<file path="src/rtl/wb_cmd_master.sv">
// rtl/wb_cmd_master.sv - pipelined Wishbone burst master driven by a command port
module wb_cmd_master #(
    parameter int TIMEOUT = 1023
) (
    input  logic        i_clk,
    input  logic        i_reset,
    input  logic        i_cmd_valid,
    output logic        o_cmd_ready,
    input  logic        i_cmd_we,
    input  logic [29:0] i_cmd_addr,
    input  logic [31:0] i_cmd_data,
    input  logic [3:0]  i_cmd_sel,
    input  logic [7:0]  i_cmd_len,
    output logic        o_wb_cyc,
    output logic        o_wb_stb,
    output logic        o_wb_we,
    output logic [29:0] o_wb_addr,
    output logic [31:0] o_wb_data,
    output logic [3:0]  o_wb_sel,
    input  logic        i_wb_ack,
    input  logic        i_wb_stall,
    input  logic        i_wb_err,
    input  logic [31:0] i_wb_data,
    output logic        o_rsp_valid,
    output logic [31:0] o_rsp_data,
    output logic        o_done,
    output logic        o_err
);
    typedef enum logic [1:0] {IDLE = 2'd0, REQ = 2'd1, WAIT = 2'd2} state_t;

    // Abort fires on the edge that would make the idle count reach TIMEOUT.
    localparam logic [9:0] TMO_LAST = 10'(TIMEOUT - 1);

    state_t      state_q, state_d;
    logic [7:0]  len_q;
    logic [8:0]  req_cnt, ack_cnt;
    logic [9:0]  tmo_cnt;
    logic [8:0]  beats;
    logic        cmd_fire, req_fire, ack_fire, last_req, last_ack, tmo_hit, abort;
    logic        cyc_d, stb_d, ready_d, done_d, err_d, rsp_valid_d;

    assign beats    = {1'b0, len_q} + 9'd1;
    assign cmd_fire = (state_q == IDLE) && i_cmd_valid && o_cmd_ready;
    assign req_fire = (state_q == REQ) && o_wb_stb && !i_wb_stall;
    // An ack only counts against a request accepted on an earlier edge; an
    // ack arriving together with err is dropped because err ends the burst.
    assign ack_fire = (state_q != IDLE) && i_wb_ack && !i_wb_err && (ack_cnt < req_cnt);
    assign last_req = req_fire && ((req_cnt + 9'd1) == beats);
    assign last_ack = ack_fire && ((ack_cnt + 9'd1) == beats);
    assign tmo_hit  = (state_q != IDLE) && !req_fire && !ack_fire && (tmo_cnt == TMO_LAST);
    assign abort    = (state_q != IDLE) && (i_wb_err || tmo_hit);

    // State register
    always_ff @(posedge i_clk) begin
        if (i_reset) begin
            state_q <= IDLE;
        end else begin
            state_q <= state_d;
        end
    end

    // Next-state decision
    always_comb begin
        state_d = state_q;
        case (state_q)
            IDLE: if (cmd_fire) state_d = REQ;
            REQ: begin
                if (abort || last_ack) state_d = IDLE;
                else if (last_req)     state_d = WAIT;
            end
            WAIT: if (abort || last_ack) state_d = IDLE;
            default: state_d = IDLE;
        endcase
    end

    // Next values of the registered control outputs
    always_comb begin
        cyc_d       = (state_d != IDLE);
        stb_d       = (state_d == REQ);
        ready_d     = (state_d == IDLE);
        done_d      = abort || last_ack;
        err_d       = abort;
        rsp_valid_d = ack_fire && !o_wb_we;
    end

    // Output registers, command latch, beat counters and idle timer
    always_ff @(posedge i_clk) begin
        if (i_reset) begin
            o_cmd_ready <= 1'b1;
            o_wb_cyc    <= 1'b0;
            o_wb_stb    <= 1'b0;
            o_wb_we     <= 1'b0;
            o_wb_addr   <= '0;
            o_wb_data   <= '0;
            o_wb_sel    <= '0;
            o_rsp_valid <= 1'b0;
            o_rsp_data  <= '0;
            o_done      <= 1'b0;
            o_err       <= 1'b0;
            len_q       <= '0;
            req_cnt     <= '0;
            ack_cnt     <= '0;
            tmo_cnt     <= '0;
        end else begin
            o_cmd_ready <= ready_d;
            o_wb_cyc    <= cyc_d;
            o_wb_stb    <= stb_d;
            o_done      <= done_d;
            o_err       <= err_d;
            o_rsp_valid <= rsp_valid_d;
            if (rsp_valid_d) o_rsp_data <= i_wb_data;

            if (cmd_fire) begin
                o_wb_we   <= i_cmd_we;
                o_wb_addr <= i_cmd_addr;
                o_wb_data <= i_cmd_data;
                o_wb_sel  <= i_cmd_sel;
                len_q     <= i_cmd_len;
                req_cnt   <= '0;
                ack_cnt   <= '0;
            end else begin
                if (req_fire) begin
                    o_wb_addr <= o_wb_addr + 30'd1;
                    req_cnt   <= req_cnt + 9'd1;
                end
                if (ack_fire) ack_cnt <= ack_cnt + 9'd1;
            end

            if (cmd_fire || req_fire || ack_fire || !o_wb_cyc) tmo_cnt <= '0;
            else                                               tmo_cnt <= tmo_cnt + 10'd1;
        end
    end
endmodule
</file>
<file path="config.mk">
export PLATFORM = sky130hd
export DESIGN_NAME = wb_cmd_master
export DESIGN_NICKNAME = d
export VERILOG_FILES = /design/src/rtl/wb_cmd_master.sv
export SDC_FILE = /design/constraint.sdc
export NUM_CORES = 1
export LEC_CHECK = 0
export ABC_AREA = 1
export BUFFER_PORTS_ARGS = -buffer_cell sky130_fd_sc_hd__clkbuf_2
export CORE_ASPECT_RATIO = 1.2
export CORE_MARGIN = 3
export CORE_UTILIZATION = 56
export CTS_CLUSTER_DIAMETER = 50
export CTS_CLUSTER_SIZE = 30
export DETAILED_ROUTE_END_ITERATION = 12
export PLACE_DENSITY = 0.86
export SYNTH_ARGS = -nofsm -noshare
export SYNTH_HDL_FRONTEND = slang
export SYNTH_SLANG_ARGS = --single-unit
</file>
<file path="constraint.sdc">
create_clock -name i_clk -period 3 [get_ports i_clk]
set_clock_uncertainty 0.05 [all_clocks]
set_input_delay 0.3 -clock i_clk [delete_from_list [all_inputs] [get_ports i_clk]]
set_output_delay 0.3 -clock i_clk [all_outputs]
set_load 0.05 [all_outputs]
</file>
==> results of run 1 <==
==> cells in the final DEF (no fill, tap or decap), types with 2 or more instances in the layout <==
cell type	instances
or2_0	2
nor2_4	4
a21oi_1	78
nor3b_1	4
inv_2	4
o21bai_1	4
nor2_1	150
o21ai_0	111
a31oi_1	5
a311oi_1	3
clkinv_4	4
o21ai_1	4
nor3_1	8
bufinv_16	2
nand3_2	5
o211ai_1	14
nor4_1	3
nand2_1	194
nor3_2	4
nand3b_1	7
nand3_1	57
or2_2	4
inv_6	3
ha_1	14
clkinv_1	2
a21oi_2	2
clkinv_2	4
a211oi_1	4
clkbuf_16	17
nand2_2	4
xor2_1	8
nor2_2	2
inv_1	114
xnor2_1	9
buf_4	10
nand4_1	18
dfxtp_1	143
clkbuf_2	217
==> power groups by stage <==
stage	clock network [mW]	registers (mW)	logic, mW
finish	2.09	2.14	1.05
global route	2.18	2.16	1.13
CTS	2.11	2.14	1.05
detailed placement	0	2.18	1.04
global placement	0	2.17	1.03
floorplan	0	2.50	0.409
==> cell families (layout without fill, tap and decap cells) <==
logic type               after synthesis  after routing
AO/OA/AOI/OAI                        229            229
adder cells (fa/ha/maj)               14             14
buffers and inverters                164            379
flip-flops                           143            143
XOR/XNOR                              17             17
AND/OR/NAND/NOR                      470            470
==> flip-flops by register name, indices dropped and copies added (netlist names) <==
name / flops
ack_cnt: 9
len_q: 8
o_cmd_ready: 1
o_done: 1
o_err: 1
o_rsp_data: 32
o_rsp_valid: 1
o_wb_addr: 30
o_wb_cyc: 1
o_wb_data: 32
o_wb_sel: 4
o_wb_stb: 1
o_wb_we: 1
req_cnt: 9
state_q: 2
tmo_cnt: 10
==> area by class of cell <==
cell class	count	area, sq um
repair buffers	227	1160
inverters	120	450
multi-input cells	730	3650
clock inverters	15	160
clock buffers	17	425
fillers	1026	3420
well taps	161	201
flip-flops and latches	143	2860
==> worst min path at each step <==
stage                     cells past startpoint           start  slack [ps]             end
after floorplan                               1      tmo_cnt[0]         380      tmo_cnt[0]
after global placement                        2  o_rsp_data[19]         380  o_rsp_data[19]
after detailed placement                      2  o_rsp_data[14]         380  o_rsp_data[14]
after CTS                                     3   i_cmd_data[4]          60    o_wb_data[4]
after global routing                          3  i_cmd_data[22]          70   o_wb_data[22]
final                                         3   i_cmd_data[4]          70    o_wb_data[4]
==> worst register-to-register path, cell delays in order (launching register included) <==
cell and delay [ps]:
dfxtp_1 470, inv_1 80, ha_1 310, nand2_1 60, inv_1 30, o21ai_0 130
nand3_1 90, nand2_1 70, nand2_2 180, or2_1 270, buf_4 280, o21ai_0 260
a21oi_1 70
==> metal layers <==
layer  up-vias  share of wire [%]  track usage, %
met5         -              0.095               0
met4         2                2.8            12.8
li1       3810                  -               -
met1      3372                 38            34.0
met2       309                 51            52.0
met3        50                7.8            8.07
==> stage by stage <==
step	hold slack, ps	worst slack, ps	util, %	cell area, sq um
floorplan	380	719	-	7180
global placement	380	615	67.5	8320
detailed placement	385	547	67.5	8320
CTS	59.3	526	72.3	8910
global route	72.2	178	72.3	8910
finish	67.9	519	72.3	8910
==> flow_summary.json, run 1 <==
{
  "first_pass_iters": 5,
  "switching_share_pct": 33.0,
  "crit_family": "simple AND/OR/NAND/NOR gates",
  "critical-path-max-stage-delay_ps": 470,
  "grt-ovfl-total": 0,
  "drtIter0Drc": 547,
  "htreeDepth": 4,
  "synthArstFlopShare_pct": 0,
  "synth_area_sq_mm": 0.00718,
  "setup_tns_ps": 0,
  "hold_viol": 0,
  "io_pins": 218,
  "root_buffer": "clkbuf_16",
  "drt-vias-per-instance": 5.34,
  "grt_usage_pct": 29.8,
  "nNetsFinal": 1366,
  "powerDensity_mw_per_mm2": 592,
  "critPathMaxFanout": 65,
  "total_power_mw": 5.28,
  "drc": 0,
  "critPathLaunchType": "flop",
  "area_growth_syn_to_layout_pct": 24.1,
  "p_sw_mw": 1.74,
  "rr_startpoint": "req_cnt[2]",
  "synth_compound_area_share_pct": 17.3,
  "p_leak_nw": 4.06,
  "power_frac_seq_pct": 40.5,
  "worst_ir_drop_vdd_mv": 0.545,
  "cp.depth": 12,
  "yosys-top-cells-area": "dfxtp_1 (40%), nand2_1 (10%), nor2_1 (7.8%)",
  "synth_fa_ha_area_share_pct": 2.44,
  "cts_buffer_depth": 2,
  "postCtsHoldBufs": 0,
  "hpwl_um": 15100,
  "route.vias.total": 7543,
  "synth-simple-area-share_pct": 29.0,
  "antenna_cells": 0,
  "critPathCapture": "o_rsp_data[13]",
  "cts_tree": "built",
  "synth_top_family_by_area": "simple AND/OR/NAND/NOR gates",
  "start_util_pct": 58.2,
  "core_area_sq_mm": 0.0123,
  "setup_violations": 0,
  "worstReg2RegEnd": "o_rsp_data[13]",
  "status": "finished, final reports clean",
  "post_cts_buffers": 0,
  "wl_um": 21000,
  "reg2reg_slack_ps": 520,
  "crit_slowest_cell": "dfxtp_1",
  "rsz0062_at_grt": "false",
  "end_kind": "flop",
  "syn_inst": 1037,
  "grt_pass1_vias": 6960,
  "internal_power_mw": 3.54,
  "cts_buffers": 17,
  "syn_nets": 1164,
  "rr_worst_depth": 12,
  "synth.most_common_cell": "nand2_1",
  "dp_cells": 1381,
  "dieArea_sq_mm": 0.0142,
  "fin_crit_sh_pct": 82.7,
  "die_h_um": 130,
  "drive_gt1_share_pct": 23.2,
  "ys_ff_latch": 143,
  "cts_resized": 0,
  "finalNonFillerCells": 1413,
  "avgSynthCellArea_sq_um": 6.92,
  "row_count": 44,
  "power_frac_clock_pct": 39.6,
  "synth_edf_count": 0,
  "hp-class": "in -> reg",
  "grt_pass1_wl_um": 33200,
  "fmax_mhz": 403,
  "clock_sinks": 143,
  "wl_per_cell_um": 14.8,
  "finalMaxSlewViolations": 0,
  "synth_warnings": 0,
  "cp-startpoint": "req_cnt[2]",
  "synth_top_cell_area_share_pct": 39.9,
  "combinationalPowerShare_pct": 19.8,
  "detail-route-antenna-nets": 0,
  "synth.distinct_cells": 43,
  "tightest_slew_ps": 894,
  "crit_buf_inv": 3,
  "cap_violations": 0,
  "die_x_um": 109,
  "worstPathArrival_ps": 2730,
  "portBuffers": 217,
  "gp_congestion": 0.959,
  "worstPathRequired_ps": 3250,
  "grt_max_degree": 98,
  "antenna_found_initial": 1,
  "yosysSeqAreaShare_pct": 39.9,
  "min_period_ps": 2480,
  "maxSlewHeadroom_pct": 40.4,
  "synthFlopType": "dfxtp_1",
  "yosys-mux-area-fraction_pct": 0,
  "synth_xor_xnor_area_share_pct": 2.07,
  "critical_path.cell_chain": "inv_1 > ha_1 > nand2_1 > inv_1 > o21ai_0 > nand3_1 > nand2_1 > nand2_2 > or2_1 > buf_4 > o21ai_0 > a21oi_1",
  "synthTopCellsByCount": "nand2_1 (194), nor2_1 (150), dfxtp_1 (143), inv_1 (114), o21ai_0 (111)",
  "yosysTopAreaCell": "dfxtp_1",
  "path_clk_slew_ps": 60,
  "clock_latency_ps": 430,
  "worst-setup-path-type": "reg -> reg"
}
No activity file was read; power rests on OpenSTA's default activity.
==> run 2: changes to the inputs <==
- CORE_UTILIZATION: 56 -> 47
- PLACE_DENSITY: 0.86 -> 0.77
- clock period: 3 -> 2.05 ns (I/O delays scaled with it)
==> flow_summary.json, run 2 (same netlist as run 1, synthesis figures left out) <==
{
  "grt_pass1_vias": 7689,
  "core_area_sq_mm": 0.0147,
  "fin_crit_sh_pct": 96.5,
  "clock_sinks": 143,
  "crit_buf_inv": 2,
  "crit_family": "simple AND/OR/NAND/NOR gates",
  "clock_latency_ps": 420,
  "stdcell_area_sq_mm": 0.0102,
  "first_pass_iters": 6,
  "final_common_cell": "clkbuf_2",
  "finalMaxSlewViolations": 0,
  "detail-route-antenna-nets": 0,
  "powerDensity_mw_per_mm2": 808,
  "die_x_um": 119,
  "nNetsFinal": 1461,
  "critical_path.cell_chain": "inv_2 > ha_4 > a21oi_2 > nor2_2 > nor3_2 > nand2_4 > or2_4 > bufbuf_16 > a21oi_1",
  "fillers": 1228,
  "setup_tns_ps": 0,
  "violations": "hold timing",
  "end_kind": "flop",
  "drive_gt1_share_pct": 30.3,
  "rsz0062_at_grt": "true",
  "wl_per_cell_um": 15.5,
  "grt_max_degree": 88,
  "tightest_slew_ps": 412,
  "dieArea_sq_mm": 0.0168,
  "ff_latch_area_sq_mm": 0.00288,
  "root_buffer": "clkbuf_16",
  "hp-class": "in -> reg",
  "route.vias.total": 8082,
  "drt-vias-per-instance": 5.22,
  "cts_tree": "built",
  "drtIter0Drc": 651,
  "worst_ir_drop_vdd_mv": 0.667,
  "die_h_um": 141,
  "hold_viol": 1,
  "final_cell_mix": "clkbuf_2 (217), nand2_1 (186), nor2_1 (143)",
  "multi_input_area_sq_mm": 0.00388,
  "antenna_cells": 0,
  "cts_buffer_depth": 2,
  "cts_buffers": 17,
  "drc": 0,
  "cap_violations": 0,
  "start_util_pct": 49.0,
  "grt_pass1_wl_um": 37400,
  "area_growth_syn_to_layout_pct": 41.8,
  "largestRegisters": "o_rsp_data x32, o_wb_data x32, o_wb_addr x30",
  "critical-path-max-stage-delay_ps": 330,
  "fmax_mhz": 506,
  "htreeDepth": 4,
  "grt-ovfl-total": 0,
  "min_period_ps": 1980,
  "worst-setup-path-type": "reg -> reg",
  "hpwl_um": 16500,
  "status": "finished, violations left",
  "worstPathArrival_ps": 2290,
  "gp_congestion": 0.915,
  "setup_violations": 0,
  "wl_um": 23900,
  "row_count": 48,
  "fin_hold_ws_ps": -1.94,
  "critPathMaxFanout": 32,
  "grt_usage_pct": 27.4,
  "crit_slowest_cell": "dfxtp_2",
  "io_pins": 218,
  "placed_area_sq_mm": 0.00878,
  "portBuffers": 217,
  "maxSlewHeadroom_pct": 72.3,
  "worstPathRequired_ps": 2360,
  "critPathLaunchType": "flop",
  "antenna_found_initial": 0,
  "p_leak_nw": 4.62,
  "path_clk_slew_ps": 70
}
## run 2: cell count changes in the layout (fill, tap and decap cells not counted), moves of 8 or more
cell / previous run / this run
o21ai_1: 4 / 14
buf_4: 10 / 52
o21ai_0: 111 / 99
dlygate4sd3_1: 0 / 46
ha_1: 14 / 4
a21oi_1: 78 / 70
a21oi_2: 2 / 10
inv_1: 114 / 105
nand2_1: 194 / 186
inv_2: 4 / 13
dfxtp_2: 0 / 17
dfxtp_1: 143 / 126
## run 2: worst register-to-register path, cell delays in order (launching register included)
cell and delay [ps]:
dfxtp_2 330, inv_2 50, ha_4 210, a21oi_2 130, nor2_2 60, nor3_2 240
nand2_4 100, or2_4 260, bufbuf_16 320, a21oi_1 170
## run 2: path summary, 6_finish.rpt
check                      from       endpoint  slack, ps  cells past startpoint
hold reg to reg   o_rsp_data[4]  o_rsp_data[4]        400                      2
setup / recovery     req_cnt[6]  o_rsp_data[7]         70                      9
setup reg to reg     req_cnt[6]  o_rsp_data[7]         70                      9
hold / removal    i_cmd_data[5]   o_wb_data[5]         -2                      3
## run 2: layer usage
layer / vias to the layer above / wire length (um) / track usage, %
met4: 0 / 674 / 10.9
met1: 3708 / 9440 / 32.3
met3: 48 / 1900 / 7.66
met5: - / 0 / 0
met2: 321 / 11900 / 47.3
li1: 4005 / - / -
## run 2: layout make-up
| type | instances | share of cell area [%] |
|---|---|---|
| multi-input cells | 730 | 38.1 |
| flip-flops and latches | 143 | 28.3 |
| repair buffers | 322 | 20.5 |
| inverters | 120 | 4.46 |
| clock buffers | 17 | 4.18 |
| well taps | 200 | 2.46 |
| clock inverters | 15 | 1.96 |
## run 2: repair_timing
action	4_1_cts	5_1_grt
hold buffers	46	0
pin swaps	1	20
resized for setup	7	78
endpoints found under the hold margin	46	0
gates cloned	1	0
buffers inserted	0	2
setup endpoints to repair	28	54
## run 2: metrics by stage
step | total power, mW | setup slack [ps] | utilization [%] | instances
finish | 8.22 | 71.8 | 69.4 | 1547
global route | 8.54 | -65.9 | 69.4 | 1547
CTS | 8.19 | 13.9 | 67.6 | 1545
detailed placement | 4.83 | -59.3 | 59.9 | 1466
global placement | 4.80 | 12.4 | 59.9 | 1466
floorplan | 4.26 | 1.19 | - | 1037
## run 2: where the power goes
part	internal (mW)	switching (mW)	total [mW]	leakage, nW
Sequential	2.96	0.143	3.10	1.18
Clock	1.96	1.35	3.31	0.309
Combinational	0.571	1.23	1.80	3.13
==> run 3: changes to the inputs <==
--- a/constraint.sdc
+++ b/constraint.sdc
@@ -3,3 +3,3 @@
 set_input_delay 0.205 -clock i_clk [delete_from_list [all_inputs] [get_ports i_clk]]
 set_output_delay 0.205 -clock i_clk [all_outputs]
-set_load 0.05 [all_outputs]
+set_load 0.1 [all_outputs]
==> flow_summary.json, run 3 (same netlist as run 1, synthesis figures left out) <==
{
  "critPathLaunchType": "flop",
  "drt-vias-per-instance": 5.28,
  "io_pins": 218,
  "finalMaxSlewViolations": 0,
  "area_growth_syn_to_layout_pct": 38.9,
  "maxSlewHeadroom_pct": 60.6,
  "largestRegisters": "o_rsp_data x32, o_wb_data x32, o_wb_addr x30",
  "first_pass_iters": 5,
  "start_util_pct": 49.0,
  "grt_usage_pct": 27.5,
  "stdcell_area_sq_mm": 0.00997,
  "ff_latch_area_sq_mm": 0.00294,
  "p_leak_nw": 4.45,
  "drc": 0,
  "clock_latency_ps": 420,
  "powerDensity_mw_per_mm2": 856,
  "antenna_cells": 0,
  "hold_viol": 0,
  "setup_tns_ps": 0,
  "worstPathArrival_ps": 2200,
  "worst_ir_drop_vdd_mv": 0.604,
  "multi_input_area_sq_mm": 0.00383,
  "portBuffers": 217,
  "end_kind": "flop",
  "grt_pass1_vias": 7693,
  "htreeDepth": 4,
  "detail-route-antenna-nets": 0,
  "dieArea_sq_mm": 0.0168,
  "drive_gt1_share_pct": 31.0,
  "fin_crit_sh_pct": 95.6,
  "critPathMaxFanout": 5,
  "root_buffer": "clkbuf_16",
  "tightest_slew_ps": 593,
  "die_h_um": 141,
  "antenna_found_initial": 0,
  "cap_violations": 0,
  "grt_max_degree": 55,
  "status": "finished, final reports clean",
  "worst-setup-path-type": "reg -> reg",
  "rsz0062_at_grt": "true",
  "total_power_mw": 8.53,
  "final_cell_mix": "clkbuf_2 (217), nand2_1 (183), nor2_1 (145)",
  "hpwl_um": 16800,
  "core_area_sq_mm": 0.0147,
  "drtIter0Drc": 743,
  "wl_per_cell_um": 15.5,
  "grt_pass1_wl_um": 37500,
  "worstPathRequired_ps": 2290,
  "setup_violations": 0,
  "placed_area_sq_mm": 0.00872,
  "route.vias.total": 8073,
  "grt-ovfl-total": 0,
  "path_clk_slew_ps": 60,
  "die_x_um": 119,
  "cts_buffers": 17,
  "cts_buffer_depth": 2,
  "gp_congestion": 0.942,
  "nNetsFinal": 1443,
  "wl_um": 23700,
  "cts_tree": "built",
  "final_common_cell": "clkbuf_2",
  "min_period_ps": 1960,
  "clock_sinks": 143,
  "fmax_mhz": 510,
  "hp-class": "in -> reg",
  "row_count": 48,
  "fillers": 1270
}
[run 3: worst paths after layout]
path / endpoint / slack [ps] / cells past startpoint / startpoint
worst max-delay path: o_cmd_ready / 90 / 15 / req_cnt[5]
worst max register to register: o_cmd_ready / 90 / 15 / req_cnt[5]
worst min-delay path: o_wb_data[18] / 7 / 3 / i_cmd_data[18]
worst min register to register: o_rsp_data[25] / 400 / 2 / o_rsp_data[25]
[run 3: worst max-delay path: stages (launching register included)]
cell     delay [ps]
dfxtp_1         340
inv_2            70
ha_1            200
a21oi_1         140
nor2_1           60
nor3_2          160
nand2_2         120
buf_6           150
nand2_2          50
nand2_2          60
nand2_4          80
nand2_2          60
nor2_1          100
nand2_1          60
nand3_1          90
nand2_1          50
[run 3: per-layer routing]
layer	vias to the layer above	GRT usage, %	share of wire, %
met3	62	7.50	8.5
li1	3967	-	-
met4	0	11.5	3.0
met2	371	47.4	50
met1	3673	32.3	39
met5	-	0	0
[run 3: per-stage QoR]
| stage | util [%] | instances | setup WS (ps) | hold WS [ps] |
|---|---|---|---|---|
| 6_report | 68.0 | 1529 | 89.5 | 6.69 |
| 5_1_grt | 68.0 | 1529 | -53.6 | 15.5 |
| 4_1_cts | 66.5 | 1524 | 5.97 | 0.906 |
| 3_5_place_dp | 59.5 | 1452 | -36.4 | 384 |
| 3_3_place_gp | 59.5 | 1452 | 35.5 | 381 |
| 2_1_floorplan | - | 1037 | 11.4 | 311 |
[run 3: layout make-up]
cell class                      count  share of cell area [%]
Timing Repair Buffer              304                    19.2
Clock buffer                       18                    4.41
Clock inverter                     14                    1.57
Multi-Input combinational cell    730                    38.4
Tap cell                          200                    2.51
Sequential cell                   143                    29.4
Inverter                          120                    4.52
[run 3: power by group]
group	total, mW	internal (mW)	switching, mW
clock	3.13	1.84	1.29
combinational	2.27	0.529	1.74
sequential	3.14	2.97	0.171
[run 3: what timing repair did]
action	in CTS	in global routing
gates resized for setup	4	68
hold endpoints to repair	39	0
pin swaps	1	20
hold buffers	39	0
cloned	1	1
setup buffers	0	4
endpoints found under the setup margin	32	48
